**config.mk**
```make
export PLATFORM = sky130hd
export DESIGN_NAME = flash_cmd_sequencer_flat
export DESIGN_NICKNAME = d
export VERILOG_FILES = /design/src/rtl/flash_cmd_sequencer_if.sv /design/src/rtl/flash_cmd_sequencer.sv /design/src/flat_wrapper.sv
export SDC_FILE = /design/constraint.sdc
export NUM_CORES = 1
export LEC_CHECK = 0
export CORE_UTILIZATION = 45
export DETAILED_ROUTE_END_ITERATION = 10
export HOLD_SLACK_MARGIN = 0.15
export PLACE_DENSITY = 0.68
export SETUP_SLACK_MARGIN = 0.15
export SLEW_MARGIN = 40
export SYNTH_ARGS = -nofsm -noshare
export SYNTH_HDL_FRONTEND = slang
export SYNTH_SLANG_ARGS = --single-unit
```
**constraint.sdc**
```tcl
create_clock -name CLKCPU -period 3.7 [get_ports CLKCPU]
set_input_delay 0.74 -clock CLKCPU [delete_from_list [all_inputs] [get_ports CLKCPU]]
set_output_delay 0.74 -clock CLKCPU [all_outputs]
set_load 0.005 [all_outputs]
```
**src/rtl/flash_cmd_sequencer_if.sv**
```systemverilog
// Command request bus plus NOR flash pin bundle seen by flash_cmd_sequencer.
// master = command source / flash side, slave = the sequencer.
interface flash_cmd_sequencer_if;
    logic        CMD_VALID;
    logic [1:0]  CMD;
    logic [18:0] CMD_ADDR;
    logic [15:0] CMD_DATA;
    logic        CMD_READY;
    logic        DONE;
    logic        ERROR;
    logic        ACTIVE;
    logic        FLASH_BUSY_n;
    logic [18:0] FLASH_A;
    logic [15:0] FLASH_DQ_OUT;
    logic        FLASH_DQ_OE;
    logic        FLASH_CE_n;
    logic        FLASH_WE_n;

    modport master (
        output CMD_VALID, CMD, CMD_ADDR, CMD_DATA, FLASH_BUSY_n,
        input  CMD_READY, DONE, ERROR, ACTIVE,
        input  FLASH_A, FLASH_DQ_OUT, FLASH_DQ_OE, FLASH_CE_n, FLASH_WE_n
    );

    modport slave (
        input  CMD_VALID, CMD, CMD_ADDR, CMD_DATA, FLASH_BUSY_n,
        output CMD_READY, DONE, ERROR, ACTIVE,
        output FLASH_A, FLASH_DQ_OUT, FLASH_DQ_OE, FLASH_CE_n, FLASH_WE_n
    );
endinterface

```
**src/rtl/flash_cmd_sequencer.sv**
```systemverilog
// JEDEC command-write sequencer for the parallel NOR flash: issues the unlock and
// command write cycles, then supervises completion through RY/BY#.
//
// state     | meaning
// ----------+-------------------------------------------------------------
// S_IDLE    | bus released, CMD_READY high, waiting for a command
// S_W_SETUP | CE_n low, address/data driven, WE_n high
// S_W_LOW   | WE_n low (write strobe)
// S_W_HOLD  | WE_n high again, address/data/CE_n held
// S_SETTLE  | bus released, give the flash time to assert busy
// S_POLL    | wait for synchronized BUSY_n high or timeout
// S_FINISH  | one-cycle DONE pulse, then back to idle
module flash_cmd_sequencer #(
    parameter int unsigned SETUP_CYC   = 1,
    parameter int unsigned WE_CYC      = 2,
    parameter int unsigned HOLD_CYC    = 1,
    parameter int unsigned SETTLE_CYC  = 4,
    parameter int unsigned TIMEOUT_CYC = 24'hFFFFFF
) (
    input  logic                 CLKCPU,
    input  logic                 RESET_n,
    flash_cmd_sequencer_if.slave bus
);

    typedef enum logic [2:0] {
        S_IDLE,
        S_W_SETUP,
        S_W_LOW,
        S_W_HOLD,
        S_SETTLE,
        S_POLL,
        S_FINISH
    } state_t;

    localparam logic [1:0]  CMD_PROG  = 2'd0;
    localparam logic [1:0]  CMD_SECT  = 2'd1;
    localparam logic [1:0]  CMD_RST   = 2'd3;
    localparam logic [18:0] ADDR_555  = 19'h00555;
    localparam logic [18:0] ADDR_2AA  = 19'h002AA;
    localparam logic [15:0] CNT_SETUP = 16'(SETUP_CYC - 1);
    localparam logic [15:0] CNT_WE    = 16'(WE_CYC - 1);
    localparam logic [15:0] CNT_HOLD  = 16'(HOLD_CYC - 1);
    localparam logic [15:0] CNT_SETL  = 16'(SETTLE_CYC - 1);
    localparam logic [23:0] TMO_LAST  = 24'(TIMEOUT_CYC - 1);

    state_t      state, state_nx;
    logic [15:0] cnt, cnt_nx;
    logic [23:0] tcnt, tcnt_nx;
    logic [2:0]  step, step_nx;
    logic [2:0]  last_step;
    logic [1:0]  cmd_q, cmd_nx;
    logic [18:0] addr_q, addr_nx;
    logic [15:0] data_q, data_nx;
    logic        error_q, error_nx;
    logic [18:0] fa_q, fa_nx;
    logic [15:0] fd_q, fd_nx;
    logic        busy_meta, busy_sync;
    logic        drive_nx;
    logic        ready_q, done_q, active_q, ce_n_q, we_n_q, oe_q;

    // {address, data} of write cycle s for command c
    function automatic logic [34:0] step_word(input logic [1:0]  c,
                                              input logic [2:0]  s,
                                              input logic [18:0] a,
                                              input logic [15:0] d);
        logic [34:0] w;
        w = {ADDR_555, 16'h00AA};
        if (c == CMD_RST) begin
            w = {a, 16'h00F0};
        end else if (c == CMD_PROG) begin
            case (s)
                3'd0:    w = {ADDR_555, 16'h00AA};
                3'd1:    w = {ADDR_2AA, 16'h0055};
                3'd2:    w = {ADDR_555, 16'h00A0};
                default: w = {a, d};
            endcase
        end else begin
            case (s)
                3'd0:    w = {ADDR_555, 16'h00AA};
                3'd1:    w = {ADDR_2AA, 16'h0055};
                3'd2:    w = {ADDR_555, 16'h0080};
                3'd3:    w = {ADDR_555, 16'h00AA};
                3'd4:    w = {ADDR_2AA, 16'h0055};
                default: w = (c == CMD_SECT) ? {a, 16'h0030} : {ADDR_555, 16'h0010};
            endcase
        end
        return w;
    endfunction

    assign last_step = (cmd_q == CMD_RST)  ? 3'd0 :
                       (cmd_q == CMD_PROG) ? 3'd3 : 3'd5;

    always_comb begin
        state_nx = state;
        cnt_nx   = cnt;
        tcnt_nx  = tcnt;
        step_nx  = step;
        cmd_nx   = cmd_q;
        addr_nx  = addr_q;
        data_nx  = data_q;
        error_nx = error_q;
        fa_nx    = fa_q;
        fd_nx    = fd_q;
        case (state)
            S_IDLE: begin
                if (bus.CMD_VALID) begin
                    state_nx = S_W_SETUP;
                    cmd_nx   = bus.CMD;
                    addr_nx  = bus.CMD_ADDR;
                    data_nx  = bus.CMD_DATA;
                    error_nx = 1'b0;
                    step_nx  = 3'd0;
                    cnt_nx   = CNT_SETUP;
                end
            end
            S_W_SETUP: begin
                if (cnt == '0) begin
                    state_nx = S_W_LOW;
                    cnt_nx   = CNT_WE;
                end else begin
                    cnt_nx = cnt - 16'd1;
                end
            end
            S_W_LOW: begin
                if (cnt == '0) begin
                    state_nx = S_W_HOLD;
                    cnt_nx   = CNT_HOLD;
                end else begin
                    cnt_nx = cnt - 16'd1;
                end
            end
            S_W_HOLD: begin
                if (cnt != '0) begin
                    cnt_nx = cnt - 16'd1;
                end else if (step != last_step) begin
                    state_nx = S_W_SETUP;
                    step_nx  = step + 3'd1;
                    cnt_nx   = CNT_SETUP;
                end else if (cmd_q == CMD_RST) begin
                    state_nx = S_FINISH;
                end else begin
                    state_nx = S_SETTLE;
                    cnt_nx   = CNT_SETL;
                end
            end
            S_SETTLE: begin
                if (cnt == '0) begin
                    state_nx = S_POLL;
                    tcnt_nx  = '0;
                end else begin
                    cnt_nx = cnt - 16'd1;
                end
            end
            S_POLL: begin
                // ready is tested first so it wins over a coincident timeout
                if (busy_sync) begin
                    state_nx = S_FINISH;
                end else if (tcnt == TMO_LAST) begin
                    state_nx = S_FINISH;
                    error_nx = 1'b1;
                end else begin
                    tcnt_nx = tcnt + 24'd1;
                end
            end
            S_FINISH: state_nx = S_IDLE;
            default:  state_nx = S_IDLE;
        endcase
        if (state_nx == S_W_SETUP) begin
            {fa_nx, fd_nx} = step_word(cmd_nx, step_nx, addr_nx, data_nx);
        end
        drive_nx = (state_nx == S_W_SETUP) || (state_nx == S_W_LOW) || (state_nx == S_W_HOLD);
    end

    always_ff @(posedge CLKCPU) begin
        if (!RESET_n) begin
            state     <= S_IDLE;
            cnt       <= '0;
            tcnt      <= '0;
            step      <= '0;
            cmd_q     <= '0;
            addr_q    <= '0;
            data_q    <= '0;
            error_q   <= 1'b0;
            fa_q      <= '0;
            fd_q      <= '0;
            busy_meta <= 1'b1;
            busy_sync <= 1'b1;
            ready_q   <= 1'b1;
            done_q    <= 1'b0;
            active_q  <= 1'b0;
            ce_n_q    <= 1'b1;
            we_n_q    <= 1'b1;
            oe_q      <= 1'b0;
        end else begin
            state     <= state_nx;
            cnt       <= cnt_nx;
            tcnt      <= tcnt_nx;
            step      <= step_nx;
            cmd_q     <= cmd_nx;
            addr_q    <= addr_nx;
            data_q    <= data_nx;
            error_q   <= error_nx;
            fa_q      <= fa_nx;
            fd_q      <= fd_nx;
            busy_meta <= bus.FLASH_BUSY_n;
            busy_sync <= busy_meta;
            ready_q   <= (state_nx == S_IDLE);
            done_q    <= (state_nx == S_FINISH);
            active_q  <= (state_nx != S_IDLE) && (state_nx != S_FINISH);
            ce_n_q    <= !drive_nx;
            we_n_q    <= (state_nx != S_W_LOW);
            oe_q      <= drive_nx;
        end
    end

    assign bus.CMD_READY    = ready_q;
    assign bus.DONE         = done_q;
    assign bus.ERROR        = error_q;
    assign bus.ACTIVE       = active_q;
    assign bus.FLASH_A      = fa_q;
    assign bus.FLASH_DQ_OUT = fd_q;
    assign bus.FLASH_DQ_OE  = oe_q;
    assign bus.FLASH_CE_n   = ce_n_q;
    assign bus.FLASH_WE_n   = we_n_q;

endmodule
```
**src/flat_wrapper.sv**
```systemverilog
// flat-port wrapper written by rule: the top's interface ports become plain ports
module flash_cmd_sequencer_flat 
#(
    parameter int unsigned SETUP_CYC   = 1,
    parameter int unsigned WE_CYC      = 2,
    parameter int unsigned HOLD_CYC    = 1,
    parameter int unsigned SETTLE_CYC  = 4,
    parameter int unsigned TIMEOUT_CYC = 24'hFFFFFF
)
  (CLKCPU, RESET_n, bus_CMD_VALID, bus_CMD, bus_CMD_ADDR, bus_CMD_DATA, bus_FLASH_BUSY_n, bus_CMD_READY, bus_DONE, bus_ERROR, bus_ACTIVE, bus_FLASH_A, bus_FLASH_DQ_OUT, bus_FLASH_DQ_OE, bus_FLASH_CE_n, bus_FLASH_WE_n);
  flash_cmd_sequencer_if bus_i ();
  input  logic CLKCPU;
  input  logic RESET_n;
  input wire logic [$bits(bus_i.CMD_VALID)-1:0] bus_CMD_VALID;
  input wire logic [$bits(bus_i.CMD)-1:0] bus_CMD;
  input wire logic [$bits(bus_i.CMD_ADDR)-1:0] bus_CMD_ADDR;
  input wire logic [$bits(bus_i.CMD_DATA)-1:0] bus_CMD_DATA;
  input wire logic [$bits(bus_i.FLASH_BUSY_n)-1:0] bus_FLASH_BUSY_n;
  output wire logic [$bits(bus_i.CMD_READY)-1:0] bus_CMD_READY;
  output wire logic [$bits(bus_i.DONE)-1:0] bus_DONE;
  output wire logic [$bits(bus_i.ERROR)-1:0] bus_ERROR;
  output wire logic [$bits(bus_i.ACTIVE)-1:0] bus_ACTIVE;
  output wire logic [$bits(bus_i.FLASH_A)-1:0] bus_FLASH_A;
  output wire logic [$bits(bus_i.FLASH_DQ_OUT)-1:0] bus_FLASH_DQ_OUT;
  output wire logic [$bits(bus_i.FLASH_DQ_OE)-1:0] bus_FLASH_DQ_OE;
  output wire logic [$bits(bus_i.FLASH_CE_n)-1:0] bus_FLASH_CE_n;
  output wire logic [$bits(bus_i.FLASH_WE_n)-1:0] bus_FLASH_WE_n;
  assign bus_i.CMD_VALID = bus_CMD_VALID;
  assign bus_i.CMD = bus_CMD;
  assign bus_i.CMD_ADDR = bus_CMD_ADDR;
  assign bus_i.CMD_DATA = bus_CMD_DATA;
  assign bus_i.FLASH_BUSY_n = bus_FLASH_BUSY_n;
  assign bus_CMD_READY = bus_i.CMD_READY;
  assign bus_DONE = bus_i.DONE;
  assign bus_ERROR = bus_i.ERROR;
  assign bus_ACTIVE = bus_i.ACTIVE;
  assign bus_FLASH_A = bus_i.FLASH_A;
  assign bus_FLASH_DQ_OUT = bus_i.FLASH_DQ_OUT;
  assign bus_FLASH_DQ_OE = bus_i.FLASH_DQ_OE;
  assign bus_FLASH_CE_n = bus_i.FLASH_CE_n;
  assign bus_FLASH_WE_n = bus_i.FLASH_WE_n;
  flash_cmd_sequencer #(.SETUP_CYC(SETUP_CYC), .WE_CYC(WE_CYC), .HOLD_CYC(HOLD_CYC), .SETTLE_CYC(SETTLE_CYC), .TIMEOUT_CYC(TIMEOUT_CYC)) u_core (.CLKCPU(CLKCPU), .RESET_n(RESET_n), .bus(bus_i));
endmodule
```
## Word-level counts from Yosys, hierarchy flattened

Index checks and enable logic that the tools add are counted.

| cells by class | value |
|---|---|
| multiplexer cells | 43 |
| $add $sub $neg | 3 |
| multipliers | 0 |
| equality and inequality tests | 27 |
| divide/modulo/power cells | 0 |
| reduce and logical (&&, ||, !) cells | 20 |
| shift-type cells | 0 |
| bitwise logic cells | 0 |
| order comparisons | 0 |

Operators with widths:

| cell | number |
|---|---|
| one-hot mux 35 bit (3 select lines) | 2 |
| two-way mux 16 bit | 9 |
| two-way mux 35 bit | 3 |
| one-hot mux 16 bit (5 select lines) | 1 |
| two-way mux 24 bit | 3 |
| one-hot mux 24 bit (2 select lines) | 1 |
| two-way mux 3 bit | 13 |
| two-way mux 19 bit | 2 |
| adder 24 x 1 -> 24 bit (second input constant) | 1 |
| == test 24 bit (second input constant) | 1 |
| == test 3 x 2 -> 1 bit (second input constant) | 6 |
| one-hot mux 3 bit (6 select lines) | 1 |
| zero test 16 bit | 1 |
| nonzero test 16 bit | 1 |
| subtractor 16 x 1 -> 16 bit (second input constant) | 1 |
| == test 3 bit (second input constant) | 4 |
| AND reduction 4 bit | 3 |
| == test 3 x 1 -> 1 bit (second input constant) | 3 |
| zero test 3 bit | 3 |
| != test 2 bit (second input constant) | 4 |
| two-way mux 2 bit | 3 |
| one-hot mux 3 bit (2 select lines) | 1 |
| nonzero test 5 bit | 1 |
| == test 2 bit (second input constant) | 2 |
| 16 further kinds | 23 |

| storage, ports and cells | value |
|---|---|
| bits of input ports | 41 |
| register bits | 127 |
| memories kept | 0 |
| bits in writable memories | 0 |
| output and inout port bits | 42 |
| word-level logic and storage cells | 111 |
| latch bits | 0 |
| bits in read-only memories | 0 |

## Longest topological paths before layout

Gate-level depths: netlist of run 1.

| logic depth | value |
|---|---|
| word-level depth | 12 |
| gate-level depth with buffers | 13 |
| mapped depth without buffers | 10 |

## Worst setup path after synthesis of run 1

No wires, ideal clock.

| path | value |
|---|---|
| path kind | register to register |
| start point | register u_core.cmd_q[0] |
| end point | register u_core.fa_q[12], in the netlist u_core.bus.FLASH_A[12] |
| stages on the path, launching flop included | 12 |
| buffers on the path | 1 |
| period minus slack after synthesis | 2630 ps |
| arrival time | 2513 ps |
| required time | 3583 ps |
| library setup time | 117 ps |
| path slack | 1070 ps |
| cell sequence | dfxtp_1 inv_1 ha_1 xor2_1 o41a_1 a31o_4 o22ai_4 nor2_2 and2_4 buf_6 a21o_4 a22o_1 |

| on the way | value |
|---|---|
| longest elaborated chain between the ends | 12 |
| elaborated cells between the ends (all ways) | 30 |
| those cells by class | eq/ne (9); mux (16); reduce/logical (5) |

Ends and longest elaborated chain:

| element | line | text |
|---|---|---|
| start: declaration | flash_cmd_sequencer.sv:51 | `logic [1:0] cmd_q, cmd_nx;` |
| start signal: assignment | flash_cmd_sequencer.sv:199 | `cmd_q <= cmd_nx;` |
| zero test 2 bit | flash_cmd_sequencer.sv:91 | `(cmd_q == CMD_PROG) ? 3'd3 : 3'd5;` |
| two-way mux 3 bit | flash_cmd_sequencer.sv:91 |  |
| two-way mux 3 bit | flash_cmd_sequencer.sv:90 | `assign last_step = (cmd_q == CMD_RST) ? 3'd0 :` |
| != test 3 bit | flash_cmd_sequencer.sv:135 | `end else if (step != last_step) begin` |
| two-way mux 3 bit | flash_cmd_sequencer.sv:135 |  |
| two-way mux 3 bit | flash_cmd_sequencer.sv:133 | `if (cnt != '0) begin` |
| one-hot mux 3 bit (2 select lines) | flash_cmd_sequencer.sv:104 | `case (state)` |
| == test 3 x 1 -> 1 bit (tied with other cells) | flash_cmd_sequencer.sv:71, flash_cmd_sequencer.sv:78 |  |
| OR reduction 2 bit (no line) | n/a |  |
| one-hot mux 35 bit (3 select lines) | flash_cmd_sequencer.sv:78 | `case (s)` |
| two-way mux 35 bit | flash_cmd_sequencer.sv:70 | `end else if (c == CMD_PROG) begin` |
| two-way mux 35 bit | flash_cmd_sequencer.sv:68 | `if (c == CMD_RST) begin` |
| end signal: assignment | flash_cmd_sequencer.sv:203 | `fa_q <= fa_nx;` |
| end: declaration | flash_cmd_sequencer.sv:55 | `logic [18:0] fa_q, fa_nx;` |

Several ways; a longest one is shown, not always the timed one.
A chain may end at the register's enable or synchronous reset.

## Worst setup path in the final report of run 1

| path | value |
|---|---|
| start point | register u_core.cmd_q[0] |
| end point | register u_core.fd_q[10], in the netlist u_core.bus.FLASH_DQ_OUT[10] |

| on the way | value |
|---|---|
| longest elaborated chain between the ends | 12 |
| elaborated cells between the ends (all ways) | 28 |
| those cells by class | eq/ne (8); mux (15); reduce/logical (5) |

Ends and longest elaborated chain:

| element | line | text |
|---|---|---|
| zero test 2 bit | flash_cmd_sequencer.sv:91 |  |
| two-way mux 3 bit | flash_cmd_sequencer.sv:91 |  |
| two-way mux 3 bit | flash_cmd_sequencer.sv:90 |  |
| != test 3 bit | flash_cmd_sequencer.sv:135 |  |
| two-way mux 3 bit | flash_cmd_sequencer.sv:135 |  |
| two-way mux 3 bit | flash_cmd_sequencer.sv:133 |  |
| one-hot mux 3 bit (2 select lines) | flash_cmd_sequencer.sv:104 |  |
| == test 3 x 1 -> 1 bit (tied with other cells) | flash_cmd_sequencer.sv:71, flash_cmd_sequencer.sv:78 |  |
| OR reduction 2 bit (no line) | n/a |  |
| one-hot mux 35 bit (3 select lines) | flash_cmd_sequencer.sv:78 |  |
| two-way mux 35 bit | flash_cmd_sequencer.sv:70 |  |
| two-way mux 35 bit | flash_cmd_sequencer.sv:68 |  |
| end signal: assignment | flash_cmd_sequencer.sv:204 | `fd_q <= fd_nx;` |
| end: declaration | flash_cmd_sequencer.sv:56 | `logic [15:0] fd_q, fd_nx;` |

Several ways; a longest one is shown, not always the timed one.

==> out/qor.csv, run 1 <==
metric,value,unit
status,completed,
syn_area_per_cell,9.14,sq um
crit path max fanout,20,
setup_tns,0,ns
CTS tree,yes,
normalized max-slew margin,0.523,
"Clk pin slew, worst setup/hold paths",0.06,ns
grt met3 use,0.0596,
die extent in x,115,um
fin worst setup slack,0.479,ns
chip height,115,um
Buffers on Ports,82,
clk buf depth,2,
Syn Nets,677,
Post-Syn Area,5750,sq um
Final Critical Period,3.22,ns
Worst Tran Pin Value,0.714,ns
Max Cap Viol,0,
starting density of the core,0.471,
grt ovf,0,
"Area growth, synth to finish",29.1,%
Hold Crit Class,flip-flop to flip-flop,
post-synthesis cell count,629,
via count,4819,
Cell variety after synth,78,
met1 Usage GRT,0.279,
routability cong.,0.946,
First DRT Iteration DRCs,343,
Seq cells post-synth,127,
startpoint types,flip-flop,
sequential area share after synthesis,0.442,
first-pass GRT wire length,22400,um
LEAKAGE,0.00283,uW
Tcrit/Tclk final,0.871,
dpl hpwl,9460,um
total CTS buffers,17,
Hold WS,0.420,ns
share of layout cells above drive strength 1,0.105,
DRC Markers,0,
Setup Slack @ Placement,0.333,ns
CP endpoint kind,flip-flop,
Setup Crit Path Kind,flip-flop to flip-flop,
clock sinks,127,
RSZ-0062 raised after global routing,no,
crit path DAT,3.58,ns
ys flop type,dfxtp_1,
busiest grt layer,met2,
top-count cell post-synth,dfxtp_1,
GRT Resource Usage Total,0.218,
largest net degree at the start of global routing,46,
Ys Warns,0,
Max Clock Freq,0.310,GHz
synth cell count leaders,"127 x dfxtp_1, 85 x nor2_1, 61 x nand2_1",
Area contributors post-synth,"dfxtp_1 44%, nor2_1 5.5%, mux2i_1 4.9%",
asr flop ratio synth,0,
vias in the first global route,4607,
"EDFF count, synth",0,
post-route cell area,7430,sq um
worst skew pair latency,0.42,ns
placement-stage cell area,6720,sq um
final wirelength,13400,um
root buf cell,clkbuf_16,
Ant. Diodes,0,
router iterations before antenna repair,5,
initial antenna violation count,0,
Core Rows,40,
fin nets,760,
Die ar.,13200,sq um
GR Util met2,0.348,
Final Slew Violations,0,
hold buffer count at CTS,0,
# IOs,83,
final setup vio count,0,
setup bufs post-CTS,0,
detailed-route vias per instance,5.40,
Worst EP required,4.06,ns
Routed WL per cell,15.1,um
final hold vios,0,
H-tree Lvls,4,
post-route antenna net violation count,0,
Post-CTS Resized,0,
Layout Skew,0.00951,ns
Worst VDD drop,0.000511,V
Pwr Density,850,nW/um^2
share of the synthesized area in the top cell type,0.442,
cell taking the most area after synthesis,dfxtp_1,
total core area,12200,sq um
power breakdown:
group          switching (uW)  internal (uW)  total (uW)
logic                    1360           1080        2440
clock network             622           1370        1990
registers                 223           1650        1880
total                    2200           4110        6310
cells by family (layout without fill, tap and decap cells):
| group | after synthesis | in the layout | share of synthesized area |
|---|---|---|---|
| simple gates | 254 | 254 | 0.228 |
| compound gates | 137 | 137 | 0.179 |
| flops | 127 | 127 | 0.442 |
| buf+inv | 45 | 141 | 0.0363 |
| xor+xnor | 30 | 30 | 0.0483 |
| mux | 29 | 29 | 0.0507 |
| fa+ha+maj | 7 | 7 | 0.0152 |
cell usage in the layout, fill, tap and decap left out, types with 4 or more instances in the layout:
cell,netlist,final
xnor2_1,12,12
mux2i_1,28,28
nand4_1,9,9
dfxtp_1,127,127
o221a_1,6,6
a22o_1,18,18
and3_1,5,5
nand2_1,61,61
buf_4,2,11
a31oi_1,6,6
xor2_1,16,16
o22ai_1,10,10
and2_1,12,12
ha_1,7,7
o21ai_0,20,20
nor3_1,11,11
clkdlybuf4s50_1,0,82
nor2_1,85,85
nor4_1,6,6
nor3b_1,4,4
clkbuf_16,0,17
a21oi_1,32,32
or3_1,11,11
inv_1,15,14
bufinv_16,0,7
nand3_1,21,21
per-stage QoR:
stage,utilization,instances,power (uW)
after global placement,0.550,861,4260
final,0.608,893,6310
after CTS,0.608,893,6340
after detailed placement,0.550,861,4330
after floorplan,-,629,3730
after global routing,0.608,893,6700
per-layer routing:
metal | up-vias | routed length (um)
li1 | 2419 | -
met1 | 2259 | 6280
met2 | 122 | 6330
met3 | 19 | 627
met4 | 0 | 205
met5 | - | 0
registers in the layout (all words and copies together), names as in the netlist, 2 cells and up:
| register | cells |
|---|---|
| u_core.tcnt | 24 |
| u_core.addr_q | 19 |
| u_core.bus.FLASH_A | 19 |
| u_core.bus.FLASH_DQ_OUT | 16 |
| u_core.cnt | 16 |
| u_core.data_q | 16 |
| u_core.state | 3 |
| u_core.step | 3 |
| u_core.cmd_q | 2 |
cell type report:
cell class	count	area, sq um
well taps	168	210
multi-input cells	457	3000
inverters	16	60.1
clock inverters	13	258
flip-flops and latches	127	2540
fillers	1069	4790
repair buffers	93	903
clock buffers	19	453
critical path: stages, from the launching register on:
cell and delay [ns]:
dfxtp_1 0.42, inv_1 0.11, ha_1 0.31, xor2_1 0.20
o41a_1 0.43, a31o_4 0.27, o22ai_4 0.18, nor2_2 0.07
and2_4 0.24, nor2_1 0.45, buf_4 0.30, a22o_1 0.16
path summary, 6_finish.rpt:
check	start	endpoint	slack, ns	cells past startpoint
max	u_core.cmd_q[0]$_SDFF_PN0_	u_core.bus.FLASH_DQ_OUT[10]$_SDFFE_PN0N_	0.48	11
min	u_core.busy_meta$_SDFF_PN1_	u_core.busy_sync$_SDFF_PN1_	0.42	1
max reg2reg	u_core.cmd_q[0]$_SDFF_PN0_	u_core.bus.FLASH_DQ_OUT[10]$_SDFFE_PN0N_	0.48	11
min reg2reg	u_core.busy_meta$_SDFF_PN1_	u_core.busy_sync$_SDFF_PN1_	0.42	1
Note: power is estimated with default switching activity, not from simulation.
==> run 2, diff against run 1 <==
--- a/config.mk
+++ b/config.mk
@@ -5,6 +5,7 @@
 export SDC_FILE = /design/constraint.sdc
 export NUM_CORES = 1
 export LEC_CHECK = 0
+export CORE_MARGIN = 3
 export CORE_UTILIZATION = 45
 export DETAILED_ROUTE_END_ITERATION = 10
 export HOLD_SLACK_MARGIN = 0.15
==> run 2 against run 1 <==
Setup slack better by 0.18 ns. Sequential cell count stayed put. Clock-buffer cell count fell by 2. Non-clock buffer count is 1 higher. Core utilization shrank 1.1 points. Critical path type unchanged. Clock skew shrank 0.0042 ns. Worst hold slack better by 0.0030 ns. Critical path depth did not move. Via count is 1.1% higher. Register-to-register slack better by 0.18 ns. Total power shrank 4.4%. First-iteration DRC count up 11%.
==> out/qor.csv, run 2 (synthesized netlist as in run 1, its figures left out) <==
metric,value,unit,change
status,completed,,
worst reg2reg endpoint,u_core.bus.FLASH_DQ_OUT[12]$_SDFFE_PN0N_,,
Max Clock Freq,0.328,GHz,+5.8%
vias in the first global route,4766,,+3.5%
router iterations before antenna repair,7,,+2
starting density of the core,0.469,,-0.00192
Routed WL per cell,15.3,um,+1.7%
routability cong.,0.863,,-8.8%
Worst EP required,4.01,ns,-0.05 ns
die extent in x,119,um,+3.5%
reg2reg setup slack,0.65,ns,+0.18 ns
Setup Crit Path Kind,flip-flop to flip-flop,,
worst setup path startpoint,u_core.cmd_q[0]$_SDFF_PN0_,,
total core area,12300,sq um,+0.41%
fin nets,761,,+0.13%
Hold Path Depth,1,,unchanged
normalized max-slew margin,0.512,,-0.0110
final setup vio count,0,,unchanged
Final Slew Violations,0,,unchanged
Final Critical Period,3.05,ns,-0.176 ns
first-pass GRT wire length,23000,um,+2.9%
startpoint types,flip-flop,,
Pwr Density,824,nW/um^2,-3.0%
root buf cell,clkbuf_16,,
number of flip-flops in the largest register,24,,unchanged
final wirelength,13700,um,+1.8%
H-tree Lvls,4,,unchanged
Worst setup endpoint,u_core.bus.FLASH_DQ_OUT[12]$_SDFFE_PN0N_,,
Ant. Diodes,0,,unchanged
Max Cap Viol,0,,unchanged
share of layout cells above drive strength 1,0.106,,+0.00123
Tcrit/Tclk final,0.823,,-0.0475
Post-CTS Resized,0,,unchanged
initial antenna violation count,0,,unchanged
dpl hpwl,9440,um,-0.12%
final core occ,0.597,,-0.0108
hold buffer count at CTS,0,,unchanged
Die ar.,14200,sq um,+7.1%
"most common cell after layout, fill and taps aside",dfxtp_1,,
crit path DAT,3.36,ns,-0.22 ns
First DRT Iteration DRCs,380,,+11%
"Clk pin slew, worst setup/hold paths",0.06,ns,about the same
clock sinks,127,,unchanged
DRC Markers,0,,unchanged
clk buf depth,2,,unchanged
Worst Tran Pin Value,0.730,ns,+0.0164 ns
setup bufs post-CTS,0,,unchanged
setup_tns,0,ns,unchanged
sequential power share,0.315,,+0.018
# IOs,83,,unchanged
Layout Skew,0.00533,ns,-0.00418 ns
grt ovf,0,,unchanged
Clock Power Share,0.280,,-0.036
Buffers on Ports,82,,unchanged
reg2reg start,u_core.cmd_q[0]$_SDFF_PN0_,,
switching power,2280,uW,+3.5%
Worst VDD drop,0.000654,V,+28%
chip height,119,um,+3.5%
switch share,0.378,,+0.0288
largest net degree at the start of global routing,53,,+15%
LEAKAGE,0.00277,uW,-2.0%
internal power,3750,uW,-8.6%
Tot Pwr,6040,uW,-4.4%
Top reg by flops,u_core.tcnt,,
Hold Crit Class,flip-flop to flip-flop,,
Core Rows,40,,unchanged
"commonest non-fill, non-tap cells in the layout","127 x dfxtp_1, 85 x nor2_1, 82 x clkdlybuf4s50_1",,
detailed-route vias per instance,5.45,,+1.0%
total CTS buffers,17,,unchanged
crit path max fanout,20,,unchanged
CP endpoint kind,flip-flop,,
RSZ-0062 raised after global routing,no,,
CTS tree,yes,,
worst r2r path cells,11,,unchanged
GRT Resource Usage Total,0.198,,-0.0193
worst skew pair latency,0.42,ns,about the same
post-route antenna net violation count,0,,unchanged
"Area growth, synth to finish",27.3,%,
Combinational Power Share,0.406,,+0.019
final hold vios,0,,unchanged
via count,4874,,+1.1%
==> run 2: cell count changes in the layout (fill, tap and decap cells not counted), moves of 2 or more <==
cell / previous run / this run
inv_6: 0 / 8
clkinvlp_4: 0 / 2
bufinv_16: 7 / 2
clkbuf_8: 2 / 0
clkinv_4: 3 / 1
==> run 2: stage by stage <==
stage | setup slack, ns | hold WS [ns] | cells | cell area [sq um]
3_3_place_gp | 0.445 | 0.418 | 862 | 6720
2_1_floorplan | 1.07 | 0.386 | 629 | 5750
6_report | 0.655 | 0.423 | 894 | 7320
4_1_cts | 0.675 | 0.433 | 894 | 7320
5_1_grt | 0.384 | 0.464 | 894 | 7320
3_5_place_dp | 0.365 | 0.419 | 862 | 6720
==> run 2: worst min-delay path by stage <==
stage	from	endpoint	slack, ns
final	u_core.busy_meta$_SDFF_PN1_	u_core.busy_sync$_SDFF_PN1_	0.42
after global routing	u_core.busy_meta$_SDFF_PN1_	u_core.busy_sync$_SDFF_PN1_	0.46
after CTS	u_core.busy_meta$_SDFF_PN1_	u_core.busy_sync$_SDFF_PN1_	0.43
after detailed placement	u_core.busy_meta$_SDFF_PN1_	u_core.busy_sync$_SDFF_PN1_	0.42
after global placement	u_core.busy_meta$_SDFF_PN1_	u_core.busy_sync$_SDFF_PN1_	0.42
after floorplan	u_core.busy_meta$_SDFF_PN1_	u_core.busy_sync$_SDFF_PN1_	0.39
==> run 2: routing by layer <==
layer | vias up | global-route usage | share of wire
met5 | - | 0 | 0
met3 | 24 | 0.0589 | 0.047
met2 | 110 | 0.310 | 0.46
met1 | 2324 | 0.260 | 0.47
met4 | 0 | 0.0724 | 0.018
li1 | 2416 | - | -
==> run 2: layout make-up <==
class	count	area, sq um
Clock buffer	17	425
Timing Repair Buffer	94	911
Fill cell	1086	4940
Tap cell	168	210
Sequential cell	127	2540
Inverter	16	60.1
Multi-Input combinational cell	457	3000
Clock inverter	15	175
==> run 2: critical path: stages, from the launching register on <==
cell and delay (ns):
dfxtp_1 0.45, inv_1 0.12, ha_1 0.31, xor2_1 0.30, nor3_2 0.14, and3_1 0.21
or2_2 0.33, nor2_2 0.19, and2_4 0.34, nor2_1 0.07, buf_4 0.21, a22o_1 0.26
==> run 2: power by group through the flow <==
| stage | sequential (uW) | combinational [uW] | clock, uW |
|---|---|---|---|
| 2_1_floorplan | 1850 | 1880 | 0 |
| 3_3_place_gp | 1910 | 2380 | 0 |
| 6_report | 1900 | 2450 | 1690 |
| 4_1_cts | 1890 | 2450 | 1730 |
| 5_1_grt | 1940 | 2730 | 1790 |
| 3_5_place_dp | 1920 | 2440 | 0 |
==> run 3, diff against run 2 <==
--- a/config.mk
+++ b/config.mk
@@ -9,7 +9,7 @@
 export CORE_UTILIZATION = 45
 export DETAILED_ROUTE_END_ITERATION = 10
 export HOLD_SLACK_MARGIN = 0.15
-export PLACE_DENSITY = 0.68
+export PLACE_DENSITY = 0.71
 export SETUP_SLACK_MARGIN = 0.15
 export SLEW_MARGIN = 40
 export SYNTH_ARGS = -nofsm -noshare
==> constraint.sdc (replaced) <==
create_clock -name CLKCPU -period 2.69 [get_ports CLKCPU]
set_input_delay 0.538 -clock CLKCPU [delete_from_list [all_inputs] [get_ports CLKCPU]]
set_output_delay 0.538 -clock CLKCPU [all_outputs]
set_load 0.005 [all_outputs]
==> run 3 against run 2 <==
Non-clock buffer count grew 61. Core utilization increased by 7.6 points. Cell count grew 6.9%. Critical endpoint is now u_core.bus.FLASH_A[3]$_SDFFE_PN0N_. Largest power group unchanged.
==> out/qor.csv, run 3 (synthesized netlist as in run 1, its figures left out) <==
metric,value,unit,change
"slowest stage delay, CP",0.38,ns,-0.07 ns
number of flip-flops in the largest register,24,,unchanged
worst-path cell chain,inv_4 -> ha_4 -> xor2_4 -> or3_4 -> buf_6 -> a21oi_4 -> o22a_4 -> nor3_4 -> o21ai_4 -> o21ai_4 -> o221a_1,,
router iterations before antenna repair,5,,-2
Final Slew Violations,0,,unchanged
Ant. Diodes,0,,unchanged
die extent in x,119,um,unchanged
first-pass GRT wire length,24700,um,+7.3%
"Area growth, synth to finish",43.6,%,
"most common cell after layout, fill and taps aside",dfxtp_1,,
grt ovf,0,,unchanged
share of layout cells above drive strength 1,0.235,,+0.129
Hold Crit Class,flip-flop to flip-flop,,
RSZ-0062 raised after global routing,yes,,
Top Family by Delay on Critical Path,compound AO/OA/AOI/OAI gates,,
Max Cap Viol,0,,unchanged
clock sinks,127,,unchanged
Die ar.,14200,sq um,unchanged
Worst Tran Pin Value,0.520,ns,-0.210 ns
final core occ,0.673,,+0.0760
FF+latch area,2560,sq um,+0.54%
Core Rows,40,,unchanged
normalized max-slew margin,0.650,,+0.138
Top reg by flops,u_core.tcnt,,
Filler cells,929,,-14%
DRC Markers,0,,unchanged
startpoint types,flip-flop,,
"Clk pin slew, worst setup/hold paths",0.06,ns,about the same
final setup vio count,0,,unchanged
footprint of the multi-input gates,3330,sq um,+11%
fin worst setup slack,0.121,ns,-0.533 ns
total core area,12300,sq um,unchanged
Worst VDD drop,0.000590,V,-9.7%
fin nets,823,,+8.1%
Worst EP required,3.01,ns,-1.00 ns
# IOs,83,,unchanged
H-tree Lvls,4,,unchanged
via count,5315,,+9.0%
Tcrit/Tclk final,0.955,,+0.132
total CTS buffers,17,,unchanged
Worst path most repeated cell,o21ai_4,,
post-route antenna net violation count,0,,unchanged
chip height,119,um,unchanged
Max Clock Freq,0.389,GHz,+19%
Setup Slack @ Placement,-0.278,ns,-0.643 ns
LEAKAGE,0.00319,uW,+15%
Tot Pwr,10100,uW,+68%
crit path DAT,2.89,ns,-0.47 ns
worst skew pair latency,0.43,ns,about the same
status,completed,,
largest net degree at the start of global routing,35,,-34%
final wirelength,16100,um,+17%
routability cong.,0.897,,+4.0%
initial antenna violation count,0,,unchanged
Setup Crit Path Kind,flip-flop to flip-flop,,
Final Critical Period,2.57,ns,-0.477 ns
Layout Skew,0.0146,ns,+0.00932 ns
GRT Resource Usage Total,0.212,,+0.0136
clk buf depth,2,,unchanged
"commonest non-fill, non-tap cells in the layout","122 x dfxtp_1, 82 x nor2_1, 82 x clkdlybuf4s50_1",,
final hold vios,0,,unchanged
First DRT Iteration DRCs,518,,+36%
Buffers on Ports,82,,unchanged
starting density of the core,0.469,,unchanged
vias in the first global route,5115,,+7.3%
root buf cell,clkbuf_16,,
crit path max fanout,5,,-75%
detailed-route vias per instance,5.56,,+2.0%
critical path's slowest cell,dfxtp_4,,
Pwr Density,1230,nW/um^2,+49%
CP endpoint kind,flip-flop,,
dpl hpwl,9940,um,+5.3%
Routed WL per cell,16.8,um,+9.7%
Worst Path Buf+Inv,2,,unchanged
CTS tree,yes,,
## run 3: changes by cell type in the layout (fill, tap and decap cells not counted), sizes merged
cell / before / now
inv: 23 / 19
clkbuf: 17 / 20
bufinv: 2 / 4
buf: 12 / 71
clkinv: 4 / 5
and4: 3 / 4
## run 3: metrics by stage
step	hold slack (ns)	instance area, sq um	setup TNS (ns)	instances
floorplan	0.386	5770	0	629
global placement	0.418	7010	-5.78	896
detailed placement	0.420	7010	-7.36	896
CTS	0.432	7880	0	942
global route	0.446	8260	0	956
finish	0.426	8260	0	956
## run 3: what timing repair did
item / 4_1_cts / 5_1_grt
hold buffers: 0 / 0
resized for setup: 25 / 59
endpoints found under the setup margin: 45 / 55
buffers inserted: 13 / 10
pin swaps: 18 / 33
hold endpoints to repair: 0 / 0
gates cloned: 1 / 4
## run 3: power by group
part / internal, uW / total [uW] / switching, uW
clock: 1590 / 2500 / 908
combinational: 2520 / 4980 / 2470
sequential: 2280 / 2640 / 359
total: 6390 / 10100 / 3730
## run 3: routing by layer
metal,GRT usage,wire length (um),vias up
li1,-,-,2559
met1,0.263,6860,2521
met2,0.350,7860,194
met3,0.0499,975,41
met4,0.0941,355,0
met5,0,0,-
## run 3: path summary, 6_finish.rpt
path | from | endpoint | depth (start not counted) | slack (ns)
worst max register to register | u_core.cmd_q[0]$_SDFF_PN0_ | u_core.bus.FLASH_A[3]$_SDFFE_PN0N_ | 11 | 0.12
worst min-delay path | u_core.busy_meta$_SDFF_PN1_ | u_core.busy_sync$_SDFF_PN1_ | 1 | 0.43
worst min register to register | u_core.busy_meta$_SDFF_PN1_ | u_core.busy_sync$_SDFF_PN1_ | 1 | 0.43
worst max-delay path | u_core.cmd_q[0]$_SDFF_PN0_ | u_core.bus.FLASH_A[3]$_SDFFE_PN0N_ | 11 | 0.12
## run 3: cell type report
class	instances	area share
Sequential cell	127	0.310
Tap cell	168	0.0255
Clock buffer	18	0.0532
Timing Repair Buffer	155	0.175
Multi-Input combinational cell	458	0.404
Inverter	16	0.00788
Clock inverter	14	0.0252
